## config.mk

```make
export PLATFORM = sky130hd
export DESIGN_NAME = rsa_reader_flat
export DESIGN_NICKNAME = d
export VERILOG_FILES = /design/src/rtl/rsa_reader_if.sv /design/src/rtl/rsa_reader.sv /design/src/flat_wrapper.sv
export SDC_FILE = /design/constraint.sdc
export NUM_CORES = 1
export LEC_CHECK = 0
export CAP_MARGIN = 10
export CORE_ASPECT_RATIO = 1.2
export CORE_MARGIN = 4
export CORE_UTILIZATION = 47
export CTS_BUF_LIST = sky130_fd_sc_hd__clkbuf_8
export DETAILED_ROUTE_END_ITERATION = 6
export HOLD_SLACK_MARGIN = 0.15
export PLACE_DENSITY = 0.83
export RECOVER_POWER = 100
export SLEW_MARGIN = 40
export SYNTH_ARGS = -nofsm -noshare
export SYNTH_HDL_FRONTEND = slang
export SYNTH_SLANG_ARGS = --single-unit
export TNS_END_PERCENT = 10
```

## constraint.sdc

```tcl
create_clock -name clk -period 7.2 [get_ports clk]
set_clock_uncertainty 0.15 [all_clocks]
set_input_delay 1.44 -clock clk [delete_from_list [all_inputs] [get_ports clk]]
set_output_delay 1.44 -clock clk [all_outputs]
set_load 0.02 [all_outputs]
```

## src/rtl/rsa_reader_if.sv

```systemverilog
// Host-read and stream bus of the RSA result reader.
// The core-side result strobe is carried here too, so the reader has a single bus port.
interface rsa_reader_if #(
  parameter int unsigned NBYTES = 32,
  parameter int unsigned AW     = 5
);
  logic                  res_valid;
  logic [8*NBYTES-1:0]   res_data;
  logic                  oe;
  logic [1:0]            reg_sel;
  logic [AW-1:0]         addr;
  logic [7:0]            data_o;
  logic                  rd_valid;
  logic                  stream_start;
  logic                  stream_ready;
  logic                  stream_valid;
  logic [7:0]            stream_data;
  logic                  stream_last;
  logic                  result_full;
  logic                  overrun;

  modport master (
    output res_valid, res_data, oe, reg_sel, addr, stream_start, stream_ready,
    input  data_o, rd_valid, stream_valid, stream_data, stream_last, result_full, overrun
  );

  modport slave (
    input  res_valid, res_data, oe, reg_sel, addr, stream_start, stream_ready,
    output data_o, rd_valid, stream_valid, stream_data, stream_last, result_full, overrun
  );
endinterface

```

## src/rtl/rsa_reader.sv

```systemverilog
// Captures the final exponentiation result and exposes it to a byte-wide host
// read port and a ready/valid byte stream.
module rsa_reader #(
  parameter int unsigned NBYTES = 32,
  parameter int unsigned AW     = 5
) (
  input logic         clk,
  input logic         reset,
  rsa_reader_if.slave bus
);

  typedef enum logic [1:0] {StIdle, StLoaded, StStream} state_e;

  localparam logic [AW-1:0] LastIdx = AW'(NBYTES - 1);

  state_e        state_q, state_d;
  logic [AW-1:0] cnt_q, cnt_d;
  logic [7:0]    buf_q [NBYTES];
  logic [7:0]    data_q;
  logic          rd_valid_q;
  logic          overrun_q;

  logic          host_rd;
  logic          rd_clear;
  logic          capture;
  logic          handshake;
  logic          stream_valid;
  logic          stream_last;
  logic [7:0]    stream_data;
  logic          result_full;

  assign host_rd   = ~bus.oe;
  assign rd_clear  = host_rd && (bus.reg_sel == 2'd0) && (bus.addr == LastIdx);
  // A result arriving mid-stream is dropped so the dump stays self-consistent.
  assign capture   = bus.res_valid && (state_q != StStream);
  assign handshake = (state_q == StStream) && bus.stream_ready;

  // Buffer deliberately has no reset: contents survive a reset.
  always_ff @(posedge clk) begin
    if (capture) begin
      for (int unsigned i = 0; i < NBYTES; i++) begin
        buf_q[i] <= bus.res_data[8*i +: 8];
      end
    end
  end

  always_ff @(posedge clk or negedge reset) begin
    if (!reset) begin
      state_q <= StIdle;
      cnt_q   <= '0;
    end else begin
      state_q <= state_d;
      cnt_q   <= cnt_d;
    end
  end

  always_comb begin
    state_d = state_q;
    cnt_d   = cnt_q;
    unique case (state_q)
      StIdle: begin
        if (bus.res_valid) state_d = StLoaded;
      end
      StLoaded: begin
        // A same-cycle result beats read-to-clear.
        if (bus.stream_start) begin
          state_d = StStream;
          cnt_d   = '0;
        end else if (rd_clear && !bus.res_valid) begin
          state_d = StIdle;
        end
      end
      StStream: begin
        if (handshake) begin
          if (cnt_q == LastIdx) begin
            state_d = StIdle;
            cnt_d   = '0;
          end else begin
            cnt_d = cnt_q + 1'b1;
          end
        end
      end
      default: begin
        state_d = StIdle;
        cnt_d   = '0;
      end
    endcase
  end

  always_comb begin
    stream_valid = 1'b0;
    stream_last  = 1'b0;
    stream_data  = 8'h00;
    result_full  = (state_q != StIdle);
    if (state_q == StStream) begin
      stream_valid = 1'b1;
      stream_last  = (cnt_q == LastIdx);
      stream_data  = buf_q[cnt_q];
    end
  end

  always_ff @(posedge clk or negedge reset) begin
    if (!reset) begin
      data_q     <= 8'h00;
      rd_valid_q <= 1'b0;
      overrun_q  <= 1'b0;
    end else begin
      rd_valid_q <= host_rd;
      if (host_rd) begin
        data_q <= (bus.reg_sel == 2'd0) ? buf_q[bus.addr] : 8'h00;
      end
      if (bus.res_valid && (state_q != StIdle)) begin
        overrun_q <= 1'b1;
      end
    end
  end

  assign bus.data_o       = data_q;
  assign bus.rd_valid     = rd_valid_q;
  assign bus.stream_valid = stream_valid;
  assign bus.stream_data  = stream_data;
  assign bus.stream_last  = stream_last;
  assign bus.result_full  = result_full;
  assign bus.overrun      = overrun_q;

endmodule

```

## src/flat_wrapper.sv

```systemverilog
// flat-port wrapper written by rule: the top's interface ports become plain ports
module rsa_reader_flat 
#(
  parameter int unsigned NBYTES = 32,
  parameter int unsigned AW     = 5
)
  (clk, reset, bus_res_valid, bus_res_data, bus_oe, bus_reg_sel, bus_addr, bus_stream_start, bus_stream_ready, bus_data_o, bus_rd_valid, bus_stream_valid, bus_stream_data, bus_stream_last, bus_result_full, bus_overrun);
  rsa_reader_if #(.NBYTES(NBYTES), .AW(AW)) bus_i ();
  input logic clk;
  input logic reset;
  input wire logic [$bits(bus_i.res_valid)-1:0] bus_res_valid;
  input wire logic [$bits(bus_i.res_data)-1:0] bus_res_data;
  input wire logic [$bits(bus_i.oe)-1:0] bus_oe;
  input wire logic [$bits(bus_i.reg_sel)-1:0] bus_reg_sel;
  input wire logic [$bits(bus_i.addr)-1:0] bus_addr;
  input wire logic [$bits(bus_i.stream_start)-1:0] bus_stream_start;
  input wire logic [$bits(bus_i.stream_ready)-1:0] bus_stream_ready;
  output wire logic [$bits(bus_i.data_o)-1:0] bus_data_o;
  output wire logic [$bits(bus_i.rd_valid)-1:0] bus_rd_valid;
  output wire logic [$bits(bus_i.stream_valid)-1:0] bus_stream_valid;
  output wire logic [$bits(bus_i.stream_data)-1:0] bus_stream_data;
  output wire logic [$bits(bus_i.stream_last)-1:0] bus_stream_last;
  output wire logic [$bits(bus_i.result_full)-1:0] bus_result_full;
  output wire logic [$bits(bus_i.overrun)-1:0] bus_overrun;
  assign bus_i.res_valid = bus_res_valid;
  assign bus_i.res_data = bus_res_data;
  assign bus_i.oe = bus_oe;
  assign bus_i.reg_sel = bus_reg_sel;
  assign bus_i.addr = bus_addr;
  assign bus_i.stream_start = bus_stream_start;
  assign bus_i.stream_ready = bus_stream_ready;
  assign bus_data_o = bus_i.data_o;
  assign bus_rd_valid = bus_i.rd_valid;
  assign bus_stream_valid = bus_i.stream_valid;
  assign bus_stream_data = bus_i.stream_data;
  assign bus_stream_last = bus_i.stream_last;
  assign bus_result_full = bus_i.result_full;
  assign bus_overrun = bus_i.overrun;
  rsa_reader #(.NBYTES(NBYTES), .AW(AW)) u_core (.clk(clk), .reset(reset), .bus(bus_i));
endmodule
```

# [Yosys cells after proc, flatten, opt, wreduce, memory -nomap -nowiden]
# Memory sizes are Yosys's and may differ from the RTL's.
# Index checks and enable logic that the tools add are counted.
[word_totals] output_inout_bits=21 elab_cells=47 register_bits=17 n_memories=1 ram_bits=256 input_bits=269
[op_classes] n_bitwise=2 n_reduce_logical=12 muxes=16 n_eq_ne=10 n_addsub=1
[memory_table] memory="u_core.buf_q" words=32 width=8 rd=2 rd_ports_with_merged_regs=0 wr=32 line_no="rsa_reader.sv:18" source="logic [7:0] buf_q [NBYTES];"
[ops] cell="two-way mux 8 bit" count=2
[ops] cell="two-way mux 5 bit" count=3
[ops] cell="case mux 5 bit (3 select lines)" count=1
[ops] cell="== test 5 bit (second input constant)" count=2
[ops] cell="two-way mux 2 bit" count=5
[ops] cell="logical AND 1 bit" count=6
[ops] cell="inequality test 2 bit (second input constant)" count=3
[ops] cell="case mux 2 bit (3 select lines)" count=1
[ops] cell="adder 5 x 1 -> 5 bit (second input constant)" count=1
[ops] cell="zero test 2 bit" count=2
[ops] cell="two-way mux 1 bit" count=4
[ops] cell="inequality test 2 x 1 -> 1 bit (second input constant)" count=2
[ops] cell="AND reduction 4 bit" count=1
[ops] cell="inequality test 3 x 2 -> 1 bit (second input constant)" count=1
[ops] cell="AND reduction 3 bit" count=1
[ops] cell="== test 2 x 1 -> 1 bit (second input constant)" count=1
[ops] cell="== test 2 bit (second input constant)" count=1
[ops] cell="inverter 1 bit" count=2
[ops] cell="nonzero test 2 bit" count=1
[ops] cell="zero test 1 bit" count=1

# [Longest topological paths before layout]
[depth] depth_word=7 ltp_mapped=8 ltp_nobuf=6

# [Least setup slack after synthesis]
# OpenSTA, ideal clock, no wires.
[synth_path] kind="input to register" from="input port bus_res_valid" to="memory u_core.buf_q[0][0], enable pin" slack_ps=-824 cell_stages=1 arrival_ps=7226 setup_ps=648 path_buffers=0 path_cell_list="and2_1"
[synth_lines] item="from (decl)" line_no="flat_wrapper.sv:11" source="input wire logic [$bits(bus_i.res_valid)-1:0] bus_res_valid;"
[synth_lines] item="to (decl)" line_no="rsa_reader.sv:18"

# [Worst setup path after layout]
[layout_path] from="register u_core.cnt_q[0]" to="output port bus_stream_data[1]"
[layout_via] elab_chain_cells=2
[layout_rtl] item="from (decl)" line_no="rsa_reader.sv:17" source="logic [AW-1:0] cnt_q, cnt_d;"
[layout_rtl] item="from (signal assigned)" line_no="rsa_reader.sv:53" source="cnt_q <= cnt_d;"
[layout_rtl] item="memory (32 x 8 bit)"
[layout_rtl] item="two-way mux 8 bit" line_no="rsa_reader.sv:95" source="if (state_q == StStream) begin"
[layout_rtl] item="to (decl)" line_no="flat_wrapper.sv:21" source="output wire logic [$bits(bus_i.stream_data)-1:0] bus_stream_data;"
# Every way passes these cells.

==> impl_metrics.csv <==
group,metric,value,unit
placement,final_weighted_congestion_of_routability_driven_global_placement,0.8429,
cts,clock_sinks,273,
finish,multi_input_area,4338,um^2
critical_path,setup.reg_to_reg.worst_slack,1.97,ns
logic_synthesis,postSynth.topFlopCell,"edfxtp_1",
routing,drc,0,
floorplan,die_w,158.5,um
logic_synthesis,mappedNetlistNets,969,
routing,routed-via-count,8276,
global_route,first_global_vias,8926,
finish,final_common_cell,"dlygate4sd3_1",
hold_path,min_path_type,"reg2reg",
pwr,power.share.combinational,22.4,%
placement,dp_worst_setup_slack,2.440,ns
finish,area_delta_synth_final,31.13,%
pwr,power.share.switching,28.13,%
logic_synthesis,mapped_area,12770,um^2
global_route,grt_first_pass_wirelength,53350,um
hold_path,whs_endpoint,"u_core.bus.overrun",
critical_path,cp_max_fo,29,
routing,overall_routed_net_length,36490,um
routing,mean_routed_wirelength_per_cell,26.60,um
sta,report.final.setup_viol,0,
logic_synthesis,synthDominantCellAreaShare,60.21,%
sta,number_of_max_slew_violations_in_the_final_report,50,
sta,tightestPinTransition,3.300,ns
logic_synthesis,post-synth-top-area-cell,"edfxtp_1",
cts,clockBufferDepth,3,
pwr,power.density,270.7,nW/um^2
floorplan,placeableCoreArea,26510,um^2
cts,cts_inserted_buffers,45,
flow_run,drv_cap,1,
routing,detail-route-antenna-nets,0,
critical_path,reg2reg_to,"u_core.buf_q[0][7]",
sta,finalHoldViolations,0,
cts,post-cts-setup-buffer-count,0,
placement,half_perimeter_wire_length_after_placement,26980,um
logic_synthesis,biggest_area_contributors_in_the_synthesized_netlist,"edfxtp_1 60%, mux4_2 15%, mux2i_1 6.5%, dfrtp_1 3.3%, a221oi_1 1.4%",
global_route,globalRouteTotalUtil,24.12,%
finish,seqCellArea,8118,um^2
hold_path,hp-start,"u_core.bus.overrun",
cts,cts_hold_repair.buffers,0,
logic_synthesis,number_of_synthesis_warnings,0,
placement,port_buffers,289,
global_route,grt_antenna_before_repair,4,
critical_path,rr_startpoint,"u_core.state_q[0]",
global_route,grt_start_max_net_pins,142,
critical_path,crit_arrival,4.39,ns
finish,final.fill_count,1884,
pwr,p_sw,0.001275,W
floorplan,fp.dieArea,29880,um^2
finish,final_net_count,1271,
outcome,outcome,"complete, but fails checks",
cts,cts.reportedPaths.clkPinSlew,0.07,ns
finish,most-common-layout-cells,"278 x dlygate4sd3_1, 256 x edfxtp_1, 86 x mux4_2",
pwr,ir_drop,0.0001442,V
floorplan,floorplan.initialDensity,48.16,%
cts,cts.root.buffer_cell,"clkbuf_8",
outcome,failed_checks,"max-capacitance violations, max-slew violations",
routing,drt_pre_antenna_iters,5,
logic_synthesis,syn-mean-instance-area,18.29,um^2
sta,period_minus_slack,5.983,ns
logic_synthesis,synth-edff-count,256,
sta,fin_crit_sh,83.09,%
sta,timing.setup.tns,0,ns
logic_synthesis,yosys.cell_types.count,46,
pwr,intPower,0.003258,W
routing,initialDrtViolationCount,693,
cts,worstSkewPairLatency,0.55,ns
critical_path,setup.worst_path.start_class,"register",
floorplan,row_count,65,
hold_path,cell_count_of_the_worst_hold_path,1,
routing,avgViaCountPerCell,6.032,
global_route,grt.overflow.total,0,
cts,cts-resized-gates,0,
logic_synthesis,synth-seq-area-share,63.54,%
pwr,seqPwrFrac,49.7,%
sta,relSlewSlack,-120.1,%
pwr,power.leakage,5.876,nW
floorplan,ios,290,
critical_path,critical_path_required,5.61,ns
logic_synthesis,netlist_instances,698,
critical_path,r2r.worst_path.cells,4,
critical_path,endpoint_kind,"output pin",
sta,max_freq,167.2,MHz
pwr,clkPwrFrac,27.9,%
logic_synthesis,ys_async_sr_fraction,6.227,%
cts,cts.htree.levels,2,
finish,final_layout_size_suffix_gt1_share,17.89,%
logic_synthesis,postSynthRegisterBits,273,
sta,rsz_0062_raised_after_global_routing,"no",
critical_path,setup.worst_path.class,"reg2out",
floorplan,die_y,188.6,um
sta,fin_ws,1.217,ns
cts,clock_tree_from_tritoncts,"done",
[per-layer routing]
layer  global-route usage (%)  vias up  routed length [um]
li1                         -     3566                   -
met1                    28.86     4148               13090
met2                    40.96      452               18710
met3                    5.490      108                2807
met4                    11.68        2                1882
met5                        0        -                   8
[flip-flops by register name, indices dropped and copies added, names as in the netlist]
signal,cells
u_core.bus.overrun,1
u_core.bus.rd_valid,1
u_core.buf_q,256
u_core.bus.data_o,8
u_core.cnt_q,5
u_core.state_q,2
[power groups by stage]
stage / combinational (W) / sequential, W / clock (W)
floorplan: 0.000703 / 0.00220 / 0
global placement: 0.00103 / 0.00226 / 0
detailed placement: 0.00105 / 0.00227 / 0
CTS: 0.00105 / 0.00224 / 0.00130
global route: 0.00109 / 0.00228 / 0.00138
finish: 0.00102 / 0.00225 / 0.00127
[worst max-delay path by stage]
stage,startpoint,endpoint,cells after the start
5_1_grt,u_core.cnt_q[0],bus_stream_data[1],5
6_report,u_core.cnt_q[0],bus_stream_data[1],5
3_3_place_gp,u_core.cnt_q[0],bus_stream_data[2],6
2_1_floorplan,bus_res_valid,u_core.buf_q[0][0],1
4_1_cts,u_core.cnt_q[0],bus_stream_data[2],6
3_5_place_dp,u_core.cnt_q[0],bus_stream_data[2],6
[cells in the mapped netlist, types with 4 or more instances]
master and count:
a221oi_1 21, buf_6 4, o21ai_0 22, mux4_2 86, mux4_1 7, mux2i_1 83
edfxtp_1 256, nand2_1 24, dfrtp_1 17, clkbuf_1 12, inv_1 6, mux4_4 4
o22ai_1 12, and3_1 5, buf_4 12, a221o_1 4, a211oi_1 8, nor2_1 21
nand3_1 4, o211ai_1 4, mux2_2 13, a21oi_1 19, a2111oi_1 4, buf_2 13
buf_1 4
[per-stage QoR]
stage / utilization, % / hold WS, ns / cell area (um^2) / power [W] / instances
after floorplan: - / 0.3378 / 12770 / 0.002899 / 698
after global placement: 59.92 / 0.2904 / 15890 / 0.003286 / 1287
after detailed placement: 59.91 / 0.2940 / 15880 / 0.003323 / 1287
after CTS: 63.09 / 0.3077 / 16730 / 0.004596 / 1368
after global routing: 63.15 / 0.3353 / 16740 / 0.004743 / 1372
final: 63.15 / 0.2991 / 16740 / 0.004532 / 1372
[area by class of cell]
class                      count  share of cell area [%]
clock inverter                32                   1.001
timing repair buffer         302                   17.85
inverter                       8                  0.1793
sequential                   273                   48.48
tap                          335                   2.503
clock buffer                  49                   4.028
multi-input combinational    370                   25.91
antenna                        3                 0.04484
[kinds of logic (layout without fill, tap and decap cells)]
kind of cell	Yosys count	count (layout)	synth area share, %
compound gates	105	105	6.144
fa+ha+maj	2	2	0.1960
buf+inv	55	391	2.528
flops	273	273	63.54
mux	193	193	25.05
other cells	0	3	0
simple gates	70	70	2.548
[worst max-delay path, stage by stage, from the launching register on]
cell,delay [ns]
dfrtp_1,1.30
buf_4,0.65
mux4_2,0.58
a221oi_1,0.43
a21oi_1,0.13
dlygate4sd3_1,0.71
No activity file was read; power rests on OpenSTA's default activity.
